[src/rtl/bp_pkg.sv]
// Shared types and constants for the branch resolve unit.
//   entry_t      : one in-flight prediction {pc, ptaken, ptarget}
//   INSTR_BYTES  : fall-through increment applied to a PC
//   DEPTH_DEF    : default in-flight queue depth (power of two, >= 2)
//   CNT_W_DEF    : default statistics counter width
package bp_pkg;

  localparam int INSTR_BYTES = 4;
  localparam int DEPTH_DEF   = 4;
  localparam int CNT_W_DEF   = 16;

  typedef struct packed {
    logic [31:0] pc;
    logic        ptaken;
    logic [31:0] ptarget;
  } entry_t;

endpackage

[src/rtl/branch_resolve_unit_if.sv]
// Bus between FETCH/EXEC and the branch resolve unit.
//   master : the pipeline side; drives fetch and exec inputs, observes results
//   slave  : the branch resolve unit
// Signals:
//   f_valid/f_pc/f_predict_valid/f_predict_addr : fetch-stage prediction
//   f_stall                                     : in-flight queue full
//   x_valid/x_is_branch/x_taken/x_target        : oldest instruction resolves
//   redirect_valid/redirect_pc                  : mispredict redirect to fetch
//   upd_valid/upd_pc/upd_taken/upd_target       : predictor training
//   stat_branches/stat_mispredicts              : saturating statistics
//   underflow_err                               : sticky exec-without-entry error
interface branch_resolve_unit_if #(
  parameter int CNT_W = bp_pkg::CNT_W_DEF
);
  logic             f_valid;
  logic [31:0]      f_pc;
  logic             f_predict_valid;
  logic [31:0]      f_predict_addr;
  logic             f_stall;

  logic             x_valid;
  logic             x_is_branch;
  logic             x_taken;
  logic [31:0]      x_target;

  logic             redirect_valid;
  logic [31:0]      redirect_pc;
  logic             upd_valid;
  logic [31:0]      upd_pc;
  logic             upd_taken;
  logic [31:0]      upd_target;
  logic [CNT_W-1:0] stat_branches;
  logic [CNT_W-1:0] stat_mispredicts;
  logic             underflow_err;

  modport master (
    output f_valid, f_pc, f_predict_valid, f_predict_addr,
    output x_valid, x_is_branch, x_taken, x_target,
    input  f_stall, redirect_valid, redirect_pc,
    input  upd_valid, upd_pc, upd_taken, upd_target,
    input  stat_branches, stat_mispredicts, underflow_err
  );

  modport slave (
    input  f_valid, f_pc, f_predict_valid, f_predict_addr,
    input  x_valid, x_is_branch, x_taken, x_target,
    output f_stall, redirect_valid, redirect_pc,
    output upd_valid, upd_pc, upd_taken, upd_target,
    output stat_branches, stat_mispredicts, underflow_err
  );
endinterface

[src/rtl/pred_fifo.sv]
// Circular in-order buffer of in-flight predictions.
// Ports:
//   clk, rst_n : clock, async active-low reset
//   push       : write wr_data at the tail (caller guarantees !full)
//   pop        : retire the head entry (caller guarantees !empty)
//   flush      : discard every entry; overrides push and pop
//   wr_data    : entry to write
//   head       : oldest entry, combinational
//   full/empty : occupancy flags derived from the count
module pred_fifo
  import bp_pkg::*;
#(
  parameter int DEPTH = DEPTH_DEF
) (
  input  logic   clk,
  input  logic   rst_n,
  input  logic   push,
  input  logic   pop,
  input  logic   flush,
  input  entry_t wr_data,
  output entry_t head,
  output logic   full,
  output logic   empty
);

  localparam int AW = $clog2(DEPTH);

  entry_t          mem [DEPTH];
  logic [AW-1:0]   wr_ptr;
  logic [AW-1:0]   rd_ptr;
  logic [AW:0]     count;

  assign full  = (count == (AW+1)'(DEPTH));
  assign empty = (count == '0);
  assign head  = mem[rd_ptr];

  // NOTE: storage carries no reset; an entry is only read after a push wrote
  // it, and leaving it out of reset keeps it a plain RAM-style array.
  always_ff @(posedge clk) begin
    if (push && !flush) mem[wr_ptr] <= wr_data;
  end

  // DEPTH is a power of two, so the AW-bit pointers wrap modulo DEPTH for free.
  // NOTE: sequential state uses non-blocking assignment so every register in
  // the design samples pre-edge values regardless of block ordering.
  always_ff @(posedge clk or negedge rst_n) begin
    if (!rst_n) begin
      wr_ptr <= '0;
      rd_ptr <= '0;
      count  <= '0;
    end else if (flush) begin
      wr_ptr <= '0;
      rd_ptr <= '0;
      count  <= '0;
    end else begin
      if (push) wr_ptr <= wr_ptr + AW'(1);
      if (pop)  rd_ptr <= rd_ptr + AW'(1);
      case ({push, pop})
        2'b10:   count <= count + (AW+1)'(1);
        2'b01:   count <= count - (AW+1)'(1);
        default: count <= count;
      endcase
    end
  end

endmodule

[src/rtl/branch_resolve_unit.sv]
// Branch resolve unit: queues fetch-stage predictions in order and, when EXEC
// resolves the oldest instruction, checks the prediction against the outcome.
// Produces a one-cycle redirect on mispredict (which also flushes all younger
// wrong-path entries), a one-cycle predictor training pulse for every branch,
// and saturating branch / mispredict counters.
// Ports:
//   clk, rst_n : clock, async active-low reset
//   bus        : slave side of branch_resolve_unit_if (CNT_W must match)
module branch_resolve_unit
  import bp_pkg::*;
#(
  parameter int DEPTH = DEPTH_DEF,
  parameter int CNT_W = CNT_W_DEF
) (
  input  logic                 clk,
  input  logic                 rst_n,
  branch_resolve_unit_if.slave bus
);

  entry_t      head;
  entry_t      wr_data;
  logic        full;
  logic        empty;
  logic        push;
  logic        pop;
  logic        flush;
  logic        actual_taken;
  logic        mispredict;
  logic [31:0] correct_pc;

  // Stall comes from the registered count only; a same-cycle pop does not
  // open a slot, so fetch simply retries next cycle.
  assign bus.f_stall = full;

  assign wr_data = '{pc: bus.f_pc, ptaken: bus.f_predict_valid,
                     ptarget: bus.f_predict_addr};

  // NOTE: every always_comb output gets a default first so no path can leave
  // it unassigned and infer a latch.
  always_comb begin
    actual_taken = 1'b0;
    mispredict   = 1'b0;
    correct_pc   = '0;
    actual_taken = bus.x_is_branch && bus.x_taken;
    // A non-branch predicted taken is a mispredict with a fall-through fix-up.
    mispredict   = (head.ptaken != actual_taken) ||
                   (head.ptaken && actual_taken && (head.ptarget != bus.x_target));
    correct_pc   = actual_taken ? bus.x_target : head.pc + 32'(INSTR_BYTES);
  end

  assign pop   = bus.x_valid && !empty;
  assign flush = pop && mispredict;
  // A push racing a flush belongs to the wrong path and is dropped.
  assign push  = bus.f_valid && !full && !flush;

  pred_fifo #(.DEPTH(DEPTH)) u_fifo (
    .clk     (clk),
    .rst_n   (rst_n),
    .push    (push),
    .pop     (pop),
    .flush   (flush),
    .wr_data (wr_data),
    .head    (head),
    .full    (full),
    .empty   (empty)
  );

  always_ff @(posedge clk or negedge rst_n) begin
    if (!rst_n) begin
      bus.redirect_valid   <= 1'b0;
      bus.redirect_pc      <= '0;
      bus.upd_valid        <= 1'b0;
      bus.upd_pc           <= '0;
      bus.upd_taken        <= 1'b0;
      bus.upd_target       <= '0;
      bus.stat_branches    <= '0;
      bus.stat_mispredicts <= '0;
      bus.underflow_err    <= 1'b0;
    end else begin
      // Pulses drop back to 0 by default; data outputs keep their last value.
      bus.redirect_valid <= flush;
      bus.upd_valid      <= pop && bus.x_is_branch;

      if (flush) bus.redirect_pc <= correct_pc;

      if (pop && bus.x_is_branch) begin
        bus.upd_pc     <= head.pc;
        bus.upd_taken  <= bus.x_taken;
        bus.upd_target <= bus.x_target;
        if (bus.stat_branches != '1)
          bus.stat_branches <= bus.stat_branches + CNT_W'(1);
      end

      if (flush && (bus.stat_mispredicts != '1))
        bus.stat_mispredicts <= bus.stat_mispredicts + CNT_W'(1);

      if (bus.x_valid && empty) bus.underflow_err <= 1'b1;
    end
  end

endmodule
[src/flat_wrapper.sv]
// flat-port wrapper written by rule: the top's interface ports become plain ports
module branch_resolve_unit_flat import bp_pkg::*;
#(
  parameter int DEPTH = DEPTH_DEF,
  parameter int CNT_W = CNT_W_DEF
)
  (clk, rst_n, bus_f_valid, bus_f_pc, bus_f_predict_valid, bus_f_predict_addr, bus_x_valid, bus_x_is_branch, bus_x_taken, bus_x_target, bus_f_stall, bus_redirect_valid, bus_redirect_pc, bus_upd_valid, bus_upd_pc, bus_upd_taken, bus_upd_target, bus_stat_branches, bus_stat_mispredicts, bus_underflow_err);
  branch_resolve_unit_if #(.CNT_W(CNT_W)) bus_i ();
  input  logic clk;
  input  logic rst_n;
  input wire logic [$bits(bus_i.f_valid)-1:0] bus_f_valid;
  input wire logic [$bits(bus_i.f_pc)-1:0] bus_f_pc;
  input wire logic [$bits(bus_i.f_predict_valid)-1:0] bus_f_predict_valid;
  input wire logic [$bits(bus_i.f_predict_addr)-1:0] bus_f_predict_addr;
  input wire logic [$bits(bus_i.x_valid)-1:0] bus_x_valid;
  input wire logic [$bits(bus_i.x_is_branch)-1:0] bus_x_is_branch;
  input wire logic [$bits(bus_i.x_taken)-1:0] bus_x_taken;
  input wire logic [$bits(bus_i.x_target)-1:0] bus_x_target;
  output wire logic [$bits(bus_i.f_stall)-1:0] bus_f_stall;
  output wire logic [$bits(bus_i.redirect_valid)-1:0] bus_redirect_valid;
  output wire logic [$bits(bus_i.redirect_pc)-1:0] bus_redirect_pc;
  output wire logic [$bits(bus_i.upd_valid)-1:0] bus_upd_valid;
  output wire logic [$bits(bus_i.upd_pc)-1:0] bus_upd_pc;
  output wire logic [$bits(bus_i.upd_taken)-1:0] bus_upd_taken;
  output wire logic [$bits(bus_i.upd_target)-1:0] bus_upd_target;
  output wire logic [$bits(bus_i.stat_branches)-1:0] bus_stat_branches;
  output wire logic [$bits(bus_i.stat_mispredicts)-1:0] bus_stat_mispredicts;
  output wire logic [$bits(bus_i.underflow_err)-1:0] bus_underflow_err;
  assign bus_i.f_valid = bus_f_valid;
  assign bus_i.f_pc = bus_f_pc;
  assign bus_i.f_predict_valid = bus_f_predict_valid;
  assign bus_i.f_predict_addr = bus_f_predict_addr;
  assign bus_i.x_valid = bus_x_valid;
  assign bus_i.x_is_branch = bus_x_is_branch;
  assign bus_i.x_taken = bus_x_taken;
  assign bus_i.x_target = bus_x_target;
  assign bus_f_stall = bus_i.f_stall;
  assign bus_redirect_valid = bus_i.redirect_valid;
  assign bus_redirect_pc = bus_i.redirect_pc;
  assign bus_upd_valid = bus_i.upd_valid;
  assign bus_upd_pc = bus_i.upd_pc;
  assign bus_upd_taken = bus_i.upd_taken;
  assign bus_upd_target = bus_i.upd_target;
  assign bus_stat_branches = bus_i.stat_branches;
  assign bus_stat_mispredicts = bus_i.stat_mispredicts;
  assign bus_underflow_err = bus_i.underflow_err;
  branch_resolve_unit #(.DEPTH(DEPTH), .CNT_W(CNT_W)) u_core (.clk(clk), .rst_n(rst_n), .bus(bus_i));
endmodule
[config.mk]
export PLATFORM = sky130hd
export DESIGN_NAME = branch_resolve_unit_flat
export DESIGN_NICKNAME = d
export VERILOG_FILES = /design/src/rtl/bp_pkg.sv /design/src/rtl/branch_resolve_unit_if.sv /design/src/rtl/pred_fifo.sv /design/src/rtl/branch_resolve_unit.sv /design/src/flat_wrapper.sv
export SDC_FILE = /design/constraint.sdc
export NUM_CORES = 1
export LEC_CHECK = 0
export BUFFER_PORTS_ARGS = -buffer_cell sky130_fd_sc_hd__buf_4
export CAP_MARGIN = 10
export CORE_AREA = 2 2 217 176
export CTS_BUF_LIST = sky130_fd_sc_hd__clkbuf_16
export CTS_CLUSTER_DIAMETER = 150
export DETAILED_ROUTE_END_ITERATION = 12
export DIE_AREA = 0 0 219 178
export GPL_TIMING_DRIVEN = 0
export PLACE_DENSITY_LB_ADDON = 0.08
export SYNTH_ARGS = -nofsm -noshare
export SYNTH_HDL_FRONTEND = slang
export SYNTH_SLANG_ARGS = --single-unit
[constraint.sdc]
create_clock -name clk -period 14.2 [get_ports clk]
set_clock_uncertainty 0.1 [all_clocks]
set_input_delay 2.84 -clock clk [delete_from_list [all_inputs] [get_ports clk]]
set_output_delay 2.84 -clock clk [all_outputs]
set_load 0.02 [all_outputs]
==> impl_results.md <==
- Maximum clock frequency: between 150 and 200 MHz
- Total power: about 4.3 mW
- Antenna cells: 0
- Core Box Area: 0.0367 mm²
- Routed len/inst: 24.3 µm
- LEAKAGE: 7.66 nW
- Unrepaired setup endpoints after global routing: false
- Slew headroom: 0.347
- Yosys reg bits: 399
- Initial Util: 0.445
- CTS resizes: 0
- Netlist cell types: 47
- Hold Buf Count CTS: 0
- Routed vias/inst: 5.36
- Kind of critical path: input port to flop
- Vias in the first global route: 9270
- Critical R2R Launch: u_core.u_fifo.rd_ptr[1]$_DFFE_PN0P_
- Total track usage: 0.220
- Post-DP HPWL: roughly 30 mm
- Pin count of the biggest net entering global routing: 80
- First-pass DRT Iterations: 5
- Setup TNS: 0 ns
- Area Overhead vs Synth: 23.5%
- IO buf count: 235
- Top FF cell, synth: edfxtp_1
- Die Y: 178 µm
- Post-synth EDFFs: 260
- Site row count: 63
- # DRC: 0
- Post-synthesis instance area: 0.0163 mm²
- CTS H-Tree Depth: 2
- Fin crit share: 0.420
- Final Max Slew Viols: 0
- Detailed-route via count: 9371
- Internal: 2.86 mW
- Fin nets: 1340
- Combinational fraction of design power: 0.359
- Routability cong.: 0.779
- Ys async rst share: 0.348
- Total Routed Length: approximately 42 mm
- CP required: approximately 14 ns
- # Max-Cap Violations: 0
- Detail Route Antenna Nets: 0
- Layout cell share with drive strength beyond 1: 0.393
- Setup crit end kind: flop
- Sequential fraction of the synthesis area: 0.690
- Hold Crit Class: flop to flop
- First-pass GRT wire length: 61.8 mm
- Ys Warns: 0
- Iter 0 DRT Violations: 667
- Mapped Cells: 943
- Endpoints failing setup: 0
- Period minus WS final: just under 6 ns
- Crit. Startpoint: bus_x_is_branch
- Clock Latency Late Sink: 0.54 ns
- Root Buffer: clkbuf_16
- Crit-path max FO: 35
- Total gr overflow: 0
- Die width: 219 µm
- Final hold violation count: 0
- Crit path launch type: input port
- Sequential Power Share: 0.397
- Num ports: 236
- Net Sw Frac: 0.333
- Post-CTS setup buffer count: 0
- Clock network power share: 0.245
- Die area: 0.0390 mm²
- Arrival @ worst endpoint: 6.09 ns
- Clock transition at the registers of the reported paths: 0.06 ns
- Pwr per Cell Area: 213 mW/mm²
- Syn nets: 1056
- Antenna violations before repair: 0
- Switching Power: 1.43 mW
- Clk sinks: 399
- Hold_sp: u_core.bus.underflow_err$_DFFE_PN0P_
- VDD IR max: about 0.00012 V
- Avg Cell Area, Syn: 17.3 µm²
- Clk buf depth: 3
- Measured slew at the worst slew-check pin: roughly 1 ns
- CTS tree: built
- Total CTS buffers: 42
- Status: finished clean
layout by cell type, fill, tap and decap left out, drive strengths merged, types with 2 or more instances in the layout:
master  Yosys  routed
o21ai       7       7
nor3b       3       3
buf        29     269
bufinv      0       2
clkinv      0      17
or3         3       3
nand4      26      26
and3        9       9
mux4       65      65
clkbuf     11      56
and4        5       5
dfrtp     139     139
inv        14      28
nand2      32      32
mux2       95      95
nor3        4       4
nor4        7       7
mux2i       5       5
nand2b      3       3
and2        9       9
xnor2      74      74
nand3      17      17
or2         2       2
a21o        2       2
nor2b       3       3
a31oi       3       3
a21oi      32      32
ha          9       9
edfxtp    260     260
xor2       16      16
nor2       52      52
power groups by stage:
stage,logic (mW),registers [mW],clock network (mW)
2_1_floorplan,0.769,1.88,0
6_report,1.54,1.70,1.05
3_3_place_gp,1.53,1.73,0
5_1_grt,1.65,1.73,1.12
4_1_cts,1.57,1.70,1.07
3_5_place_dp,1.56,1.72,0
layout make-up:
cell class,instances,area [µm²]
plain buffers,40,256
multi-input cells,490,4760
flip-flops and latches,399,11300
clock buffers,45,1130
well taps,487,609
repair buffers,240,1900
clock inverters,33,191
fillers,3044,16500
inverters,14,52.6
synth_stat cells, types with 9 or more instances:
library cell  number  area [µm²]
nor2_1            52         195
nand2_1           32         120
and2_1             9        56.3
mux4_2            65        1460
dfrtp_1          139        3480
inv_1             14        52.6
clkbuf_1          10        37.5
and3_1             9        56.3
edfxtp_1         260        7810
nand4_1           23         144
a21oi_1           32         160
xnor2_1           74         648
ha_1               9         113
nand3_1           17        85.1
xor2_1            16         140
buf_2             12        60.1
mux2_2            88         991
sequential cells by signal, indices dropped and copies added (netlist names), 3 cells and up:
signal	cells
u_core.bus.redirect_pc	32
u_core.bus.stat_branches	16
u_core.bus.stat_mispredicts	16
u_core.bus.upd_pc	32
u_core.bus.upd_target	32
u_core.u_fifo.count	3
u_core.u_fifo.mem	260
worst max-delay path: stages:
cell and delay [ns]:
buf_4 0.12, nand2_1 0.19, clkbuf_1 0.54, inv_1 0.18, ha_1 0.40, o21ai_0 0.17
a31oi_1 0.10, buf_2 0.26, nor2_1 0.32, and2_4 0.62, buf_12 0.30
routing by layer:
metal / part of all wire / vias up / track usage
li1: - / 4165 / -
met4: 0.011 / 0 / 0.0403
met2: 0.47 / 265 / 0.344
met3: 0.058 / 33 / 0.0397
met1: 0.46 / 4908 / 0.326
met5: 0 / - / 0
kinds of logic after synthesis:
group / count (synthesis) / synth area share
compound gates: 47 / 0.0156
xor+xnor: 90 / 0.0482
fa+ha+maj: 10 / 0.00811
buf+inv: 54 / 0.0189
flops: 399 / 0.691
mux: 165 / 0.160
simple gates: 178 / 0.0589
worst paths after layout:
path                                                                  to  slack, ns  cells after the start
worst max register to register        u_core.u_fifo.mem[0][39]$_DFFE_PP_       9.53                     11
worst max-delay path                  u_core.u_fifo.mem[0][39]$_DFFE_PP_       8.23                     11
max in group asynchronous          u_core.bus.redirect_pc[5]$_DFFE_PN0P_      11.04                      2
worst min-delay path                u_core.bus.underflow_err$_DFFE_PN0P_       0.37                      1
min in group asynchronous       u_core.bus.stat_branches[10]$_DFFE_PN0P_       2.13                      1
worst min register to register      u_core.bus.underflow_err$_DFFE_PN0P_       0.37                      1
through the flow:
| step | area, µm² | cells | hold WS [ns] | setup slack [ns] | utilization |
|---|---|---|---|---|---|
| after floorplan | 16300 | 943 | 0.424 | 7.81 | - |
| after global placement | 18700 | 1665 | 0.352 | 5.50 | 0.510 |
| after detailed placement | 18900 | 1670 | 0.357 | 7.56 | 0.514 |
| after CTS | 20200 | 1748 | 0.372 | 8.12 | 0.549 |
| after global routing | 20200 | 1748 | 0.394 | 7.97 | 0.549 |
| final | 20200 | 1748 | 0.371 | 8.23 | 0.549 |
(Power assumes the default switching activity.)
